`config.mk`:
```
export PLATFORM = sky130hd
export DESIGN_NAME = mul_sequencer
export DESIGN_NICKNAME = d
export VERILOG_FILES = /design/src/rtl/mul_pkg.sv /design/src/rtl/mul_shift_add_dp.sv /design/src/rtl/mul_sequencer.sv
export SDC_FILE = /design/constraint.sdc
export NUM_CORES = 1
export LEC_CHECK = 0
export CAP_MARGIN = 20
export CORE_ASPECT_RATIO = 0.6
export CORE_MARGIN = 1.5
export CORE_UTILIZATION = 45
export CTS_BUF_LIST = sky130_fd_sc_hd__clkbuf_16
export DETAILED_ROUTE_END_ITERATION = 8
export GPL_TIMING_DRIVEN = 0
export PLACE_DENSITY = 0.66
export SETUP_SLACK_MARGIN = 0.02
export SLEW_MARGIN = 20
export SYNTH_ARGS = -nofsm -noshare
export SYNTH_HDL_FRONTEND = slang
export SYNTH_SLANG_ARGS = --single-unit
```
`constraint.sdc`:
```
create_clock -name clk -period 5.4 [get_ports clk]
set_input_delay 0.54 -clock clk [delete_from_list [all_inputs] [get_ports clk]]
set_output_delay 0.54 -clock clk [all_outputs]
set_load 0.005 [all_outputs]
```
`src/rtl/mul_pkg.sv`:
```
// Shared definitions for the multiply sequencer.
//   - op encodings driven by the decoder (MUL, MLA, UMULL, SMULL)
//   - state encoding for the sequencing FSM
package mul_pkg;

    localparam logic [1:0] OP_MUL   = 2'b00;
    localparam logic [1:0] OP_MLA   = 2'b01;
    localparam logic [1:0] OP_UMULL = 2'b10;
    localparam logic [1:0] OP_SMULL = 2'b11;

    typedef enum logic [1:0] {
        StIdle = 2'b00,
        StIter = 2'b01,
        StFin  = 2'b10,
        StDone = 2'b11
    } mul_state_e;

endpackage

```
`src/rtl/mul_shift_add_dp.sv`:
```
// Shift-add multiply datapath: operand capture, one multiplier bit per step,
// final sign fix / accumulate, and the registers holding the last completed result.
// Ports:
//   clk_i, rst_ni          clock, async active-low reset
//   load_i                 capture op/operands, clear the product
//   step_i                 one shift-add iteration
//   finish_i               apply sign fix / accumulate and commit the result
//   op_i, src_a_i, src_b_i, acc_i   operation and operands (sampled on load_i)
//   res_lo_o, res_hi_o     last completed result
module mul_shift_add_dp
    import mul_pkg::*;
#(
    parameter int unsigned WIDTH = 32
) (
    input  logic             clk_i,
    input  logic             rst_ni,
    input  logic             load_i,
    input  logic             step_i,
    input  logic             finish_i,
    input  logic [1:0]       op_i,
    input  logic [WIDTH-1:0] src_a_i,
    input  logic [WIDTH-1:0] src_b_i,
    input  logic [WIDTH-1:0] acc_i,
    output logic [WIDTH-1:0] res_lo_o,
    output logic [WIDTH-1:0] res_hi_o
);

    logic [1:0]       op_q, op_d;
    logic             neg_q, neg_d;
    logic [WIDTH-1:0] mcand_q, mcand_d;
    logic [WIDTH-1:0] acc_q, acc_d;
    // lo_q starts out holding the multiplier; product bits shift in from the top
    // as multiplier bits are consumed from the bottom.
    logic [WIDTH-1:0] hi_q, hi_d;
    logic [WIDTH-1:0] lo_q, lo_d;
    logic [WIDTH-1:0] res_lo_q, res_lo_d;
    logic [WIDTH-1:0] res_hi_q, res_hi_d;

    logic [WIDTH-1:0]   mag_a, mag_b;
    logic [WIDTH:0]     sum;
    logic [2*WIDTH-1:0] prod;
    logic [WIDTH-1:0]   fin_lo, fin_hi;

    always_comb begin
        op_d     = op_q;
        neg_d    = neg_q;
        mcand_d  = mcand_q;
        acc_d    = acc_q;
        hi_d     = hi_q;
        lo_d     = lo_q;
        res_lo_d = res_lo_q;
        res_hi_d = res_hi_q;

        // Signed operands become magnitudes; -(2^(W-1)) wraps to 2^(W-1), which
        // is exactly right as an unsigned magnitude.
        mag_a = src_a_i;
        mag_b = src_b_i;
        if (op_i == OP_SMULL) begin
            if (src_a_i[WIDTH-1]) mag_a = -src_a_i;
            if (src_b_i[WIDTH-1]) mag_b = -src_b_i;
        end

        sum = {1'b0, hi_q} + (lo_q[0] ? {1'b0, mcand_q} : {(WIDTH+1){1'b0}});

        prod = {hi_q, lo_q};
        if (op_q == OP_SMULL && neg_q) prod = -prod;
        fin_lo = prod[WIDTH-1:0];
        fin_hi = prod[2*WIDTH-1:WIDTH];
        if (op_q == OP_MLA) fin_lo = fin_lo + acc_q;
        if (op_q == OP_MUL || op_q == OP_MLA) fin_hi = '0;

        if (load_i) begin
            op_d    = op_i;
            neg_d   = (op_i == OP_SMULL) & (src_a_i[WIDTH-1] ^ src_b_i[WIDTH-1]);
            mcand_d = mag_a;
            acc_d   = acc_i;
            hi_d    = '0;
            lo_d    = mag_b;
        end else if (step_i) begin
            hi_d = sum[WIDTH:1];
            lo_d = {sum[0], lo_q[WIDTH-1:1]};
        end

        if (finish_i) begin
            res_lo_d = fin_lo;
            res_hi_d = fin_hi;
        end
    end

    always_ff @(posedge clk_i or negedge rst_ni) begin
        if (!rst_ni) begin
            op_q     <= OP_MUL;
            neg_q    <= 1'b0;
            mcand_q  <= '0;
            acc_q    <= '0;
            hi_q     <= '0;
            lo_q     <= '0;
            res_lo_q <= '0;
            res_hi_q <= '0;
        end else begin
            op_q     <= op_d;
            neg_q    <= neg_d;
            mcand_q  <= mcand_d;
            acc_q    <= acc_d;
            hi_q     <= hi_d;
            lo_q     <= lo_d;
            res_lo_q <= res_lo_d;
            res_hi_q <= res_hi_d;
        end
    end

    assign res_lo_o = res_lo_q;
    assign res_hi_o = res_hi_q;

endmodule

```
`src/rtl/mul_sequencer.sv`:
```
// Iterative shift-add multiply sequencer (MUL, MLA, UMULL, SMULL) for the multicycle core.
// Started from Execute, it holds the main FSM through Stall until the product is ready.
// Ports:
//   clk, reset            clock, async active-low reset
//   start, cancel         request a multiply / synchronous abort
//   op                    00 MUL, 01 MLA, 10 UMULL, 11 SMULL
//   SrcA, SrcB, Acc       multiplicand, multiplier, accumulate operand
//   busy, done, Stall     in progress / one-cycle result pulse / hold main FSM
//   ResultLo, ResultHi    product words (zero while an operation is running)
module mul_sequencer
    import mul_pkg::*;
#(
    parameter int unsigned WIDTH = 32,
    parameter int unsigned CNT_W = $clog2(WIDTH) + 1
) (
    input  logic             clk,
    input  logic             reset,
    input  logic             start,
    input  logic             cancel,
    input  logic [1:0]       op,
    input  logic [WIDTH-1:0] SrcA,
    input  logic [WIDTH-1:0] SrcB,
    input  logic [WIDTH-1:0] Acc,
    output logic             busy,
    output logic             done,
    output logic             Stall,
    output logic [WIDTH-1:0] ResultLo,
    output logic [WIDTH-1:0] ResultHi
);

    mul_state_e       state_q, state_d;
    logic [CNT_W-1:0] cnt_q, cnt_d;
    logic             accept;
    logic             load, step, finish;
    logic [WIDTH-1:0] res_lo, res_hi;

    assign accept = (state_q == StIdle || state_q == StDone) && start && !cancel;

    always_comb begin
        state_d = state_q;
        cnt_d   = cnt_q;
        load    = 1'b0;
        step    = 1'b0;
        finish  = 1'b0;
        unique case (state_q)
            StIdle, StDone: begin
                if (accept) begin
                    state_d = StIter;
                    cnt_d   = CNT_W'(WIDTH);
                    load    = 1'b1;
                end else begin
                    state_d = StIdle;
                end
            end
            StIter: begin
                if (cancel) begin
                    state_d = StIdle;
                    cnt_d   = '0;
                end else begin
                    step  = 1'b1;
                    cnt_d = cnt_q - CNT_W'(1);
                    if (cnt_q == CNT_W'(1)) state_d = StFin;
                end
            end
            StFin: begin
                // A cancel here drops the result; the previous one stays committed.
                if (cancel) begin
                    state_d = StIdle;
                end else begin
                    finish  = 1'b1;
                    state_d = StDone;
                end
            end
            default: state_d = StIdle;
        endcase
    end

    always_ff @(posedge clk or negedge reset) begin
        if (!reset) begin
            state_q <= StIdle;
            cnt_q   <= '0;
        end else begin
            state_q <= state_d;
            cnt_q   <= cnt_d;
        end
    end

    mul_shift_add_dp #(
        .WIDTH (WIDTH)
    ) u_dp (
        .clk_i    (clk),
        .rst_ni   (reset),
        .load_i   (load),
        .step_i   (step),
        .finish_i (finish),
        .op_i     (op),
        .src_a_i  (SrcA),
        .src_b_i  (SrcB),
        .acc_i    (Acc),
        .res_lo_o (res_lo),
        .res_hi_o (res_hi)
    );

    assign busy  = (state_q == StIter) || (state_q == StFin);
    assign done  = (state_q == StDone);
    assign Stall = busy || accept;

    // An accepted start clears the visible result until the new one is committed;
    // a cancel therefore falls back to the last completed value.
    assign ResultLo = busy ? '0 : res_lo;
    assign ResultHi = busy ? '0 : res_hi;

endmodule

```
==> metrics.txt <==
H-tree levels 1; Worst R2R Setup Slack 0.19 ns; DR vias 14224; Via density just under 6; CP startpoint kind flip-flop; total CTS buffers 22; vias in the first global route 13264; clk buf depth 3; RSZ-0062 raised after global routing yes; Starting Density 46.42%; clock power share 14.7%; initial antenna violation count 0; skew final 0.01115 ns; number of placed I/O pins around 170; largest area contributor in the netlist dfrtp_1; final setup vio count 0; post-synth cell types 73; share of synthesized registers carrying an async set or reset 100.0%; Synth top area share 34.64%; initial DRC count 1404; post-synth design cell area 14670 um2; post-CTS setup buffers 0; Worst path max stage delay 0.55 ns; GRT overflow 0; Slew Limit Fails 0; main area contributors after synthesis dfrtp_1 35%, nand2_1 9.4%, ha_1 6.7%; clock root buffer clkbuf_16; Port Buffers 168; nets 2215; Core ar. roughly 32000 um2; post-route ant nets 0; Area Growth Syn to Fin 20.28%; Worst Tran Pin Value 0.9949 ns; sequential fraction of the synthesis area 34.64%; GRT Util Overall about 30%; Pleak 0.007629 uW; die area 33720 um2; Comb power frac 56.2%; number of buffers and inverters on the critical path 2; switch share 47.56%; area of the multi-input gates 9175 um2; CP Capture Type flip-flop; max_slew headroom 33.67%; Cell Rows 50; Post-route DRC 0; CTS Sinks between 200 and 250; chip height approximately 140 um; CTS tree yes; CTS clk-pin slew, worst paths ~0.06 ns; sequential share of power 29.1%; VDD IR max 290.4 uV; post-route minimum period ~5.2 ns; layout filler cell count 2938; critical path class flip-flop to flip-flop; max frequency 192.1 MHz; Syn Nets 2019; WP data arrival 5.60 ns; ys flop type dfrtp_1; setup slack after layout 0.1935 ns; Design Area, Final approximately 18000 um2; most common library cells after synthesis 366 x nand2_1, 203 x dfrtp_1, 168 x o21ai_0, 139 x nor2_1, 104 x a21oi_1; cell with the most instances after synthesis nand2_1; drt first pass iters 8; Final period util 96.42%; HPWL after detailed placement 38970 um; Pint 5162 uW; final WL 49020 um; status finished, final reports clean; dpl cell area 16930 um2; Final Core Density 55.84%; min-delay worst type primary input to async pin; power per cell area 558.0 nW/um2; Hold Vio Cnt, Final 0; top cell family by delay on the critical path simple AND/OR/NAND/NOR gates; Syn Inst Count around 1800; worst-skew pair later-pin latency 0.53 ns; chip width 236.1 um; cell chain of the critical path nor4_2 -> or4b_1 -> buf_2 -> or2_2 -> clkbuf_1 -> nor2_1 -> a21oi_1 -> xor2_2 -> ha_1 -> nand2_1 -> o21ai_0 -> o21bai_1 -> a21oi_1 -> or3b_2 -> a211oi_2 -> xor2_1 -> nor2_1 -> o311ai_0; dpl ws 0.08246 ns; gpl congestion 0.9549; warnings from Yosys 0; Crit Path Max Fanout 7; Max Cap Violations 0; worst endpoint required time about 5.8 ns; Hold WS 0.4256 ns; number of synthesized flops with an enable pin 0; global-route wire length before repair 76280 um; P_sw 4682 uW; CP max-delay cell or3b_2; largest net degree at the start of global routing 97; Avg Inst Size Synth around 8.0 um2; Sequential Area 5080 um2; layout cells sized above 1 3.322%; Yosys reg bits 203; Routed wire per std cell 19.89 um
-- flip-flops by register name (all words and copies together) (netlist names) --
| name | count |
|---|---|
| u_dp.res_hi_o | 32 |
| u_dp.mcand_q | 32 |
| u_dp.res_lo_o | 32 |
| u_dp.op_q | 2 |
| state_q | 2 |
| u_dp.acc_q | 32 |
| cnt_q | 6 |
| u_dp.neg_q | 1 |
| u_dp.hi_q | 32 |
| u_dp.lo_q | 32 |
-- worst paths after layout --
check,from,endpoint,depth (start not counted)
max,u_dp.lo_q[6],u_dp.res_lo_o[31],18
max reg2reg,u_dp.lo_q[6],u_dp.res_lo_o[31],18
min reg2reg,u_dp.res_hi_o[21],u_dp.res_hi_o[21],2
max in group asynchronous,reset,u_dp.mcand_q[22],3
min,reset,u_dp.acc_q[19],2
min in group clk,u_dp.res_hi_o[21],u_dp.res_hi_o[21],2
-- logic make-up after synthesis --
| logic type | count (synthesis) | synth area share, % |
|---|---|---|
| simple gates | 783 | 25.00 |
| compound gates | 483 | 20.18 |
| flops | 203 | 34.64 |
| xor+xnor | 167 | 9.973 |
| buf+inv | 117 | 3.003 |
| fa+ha+maj | 80 | 6.927 |
| mux | 4 | 0.2730 |
-- per-layer routing --
layer,up-vias,global-route usage (%),routed length [um]
li1,6798,-,-
met1,6762,48.34,25200
met2,623,37.93,18040
met3,41,6.650,5275
met4,0,3.701,509
met5,-,0,0
-- cell type report --
type	count	area share [%]
tap	416	2.951
inverter	27	0.5745
antenna	1	0.01419
multi-input combinational	1517	52.01
sequential	203	28.80
clock inverter	15	0.4894
timing repair buffer	172	9.972
buffer	90	1.929
clock buffer	23	3.263
-- timing repair --
| item | CTS | global route |
|---|---|---|
| resized for setup | 0 | 7 |
| hold endpoints to repair | 15 | 0 |
| hold buffers | 1 | 0 |
| setup endpoints to repair | 0 | 3 |
-- power by group through the flow --
stage | clock [uW] | combinational, uW | sequential [uW]
global route | 1520 | 6120 | 2940
finish | 1450 | 5530 | 2870
CTS | 1470 | 5410 | 2830
global placement | 0 | 5330 | 2820
detailed placement | 0 | 5380 | 2850
floorplan | 0 | 3790 | 2540
-- metrics by stage --
| step | std cells | total power [uW] | TNS, ns |
|---|---|---|---|
| 3_3_place_gp | 2421 | 8150 | -977.60 |
| 4_1_cts | 2462 | 9708 | 0 |
| 2_1_floorplan | 1837 | 6335 | 0 |
| 5_1_grt | 2463 | 10580 | 0 |
| 3_5_place_dp | 2423 | 8227 | 0 |
| 6_report | 2464 | 9844 | 0 |
-- layout by cell type (no fill, tap or decap), types with 8 or more instances in the layout --
cell             Yosys  layout
clkbuf_16            0      23
xnor2_1             86      85
ha_1                78      78
or3_1               12      12
a22oi_1             11      11
nand4_1              9       9
o41ai_1             14      14
and2_1             102     102
and3_1              19      19
nor2_1             139     139
clkdlybuf4s50_1      0     167
o21bai_1            11      11
nand2_1            366     366
o31ai_1             22      22
xor2_1              81      79
nand2b_1            11      11
nor4_1              12      12
nor3_1              33      33
or4_1                8       8
dfrtp_1            203     203
a211oi_1            14      13
a21oi_1            104     104
o21ai_0            168     167
a31oi_1             49      49
o21a_1              18      18
nor2b_1             14      14
inv_1               27      28
clkbuf_1            84      84
nand3_1             23      23
a21o_1              25      25
No activity file was read; power rests on OpenSTA's default activity.
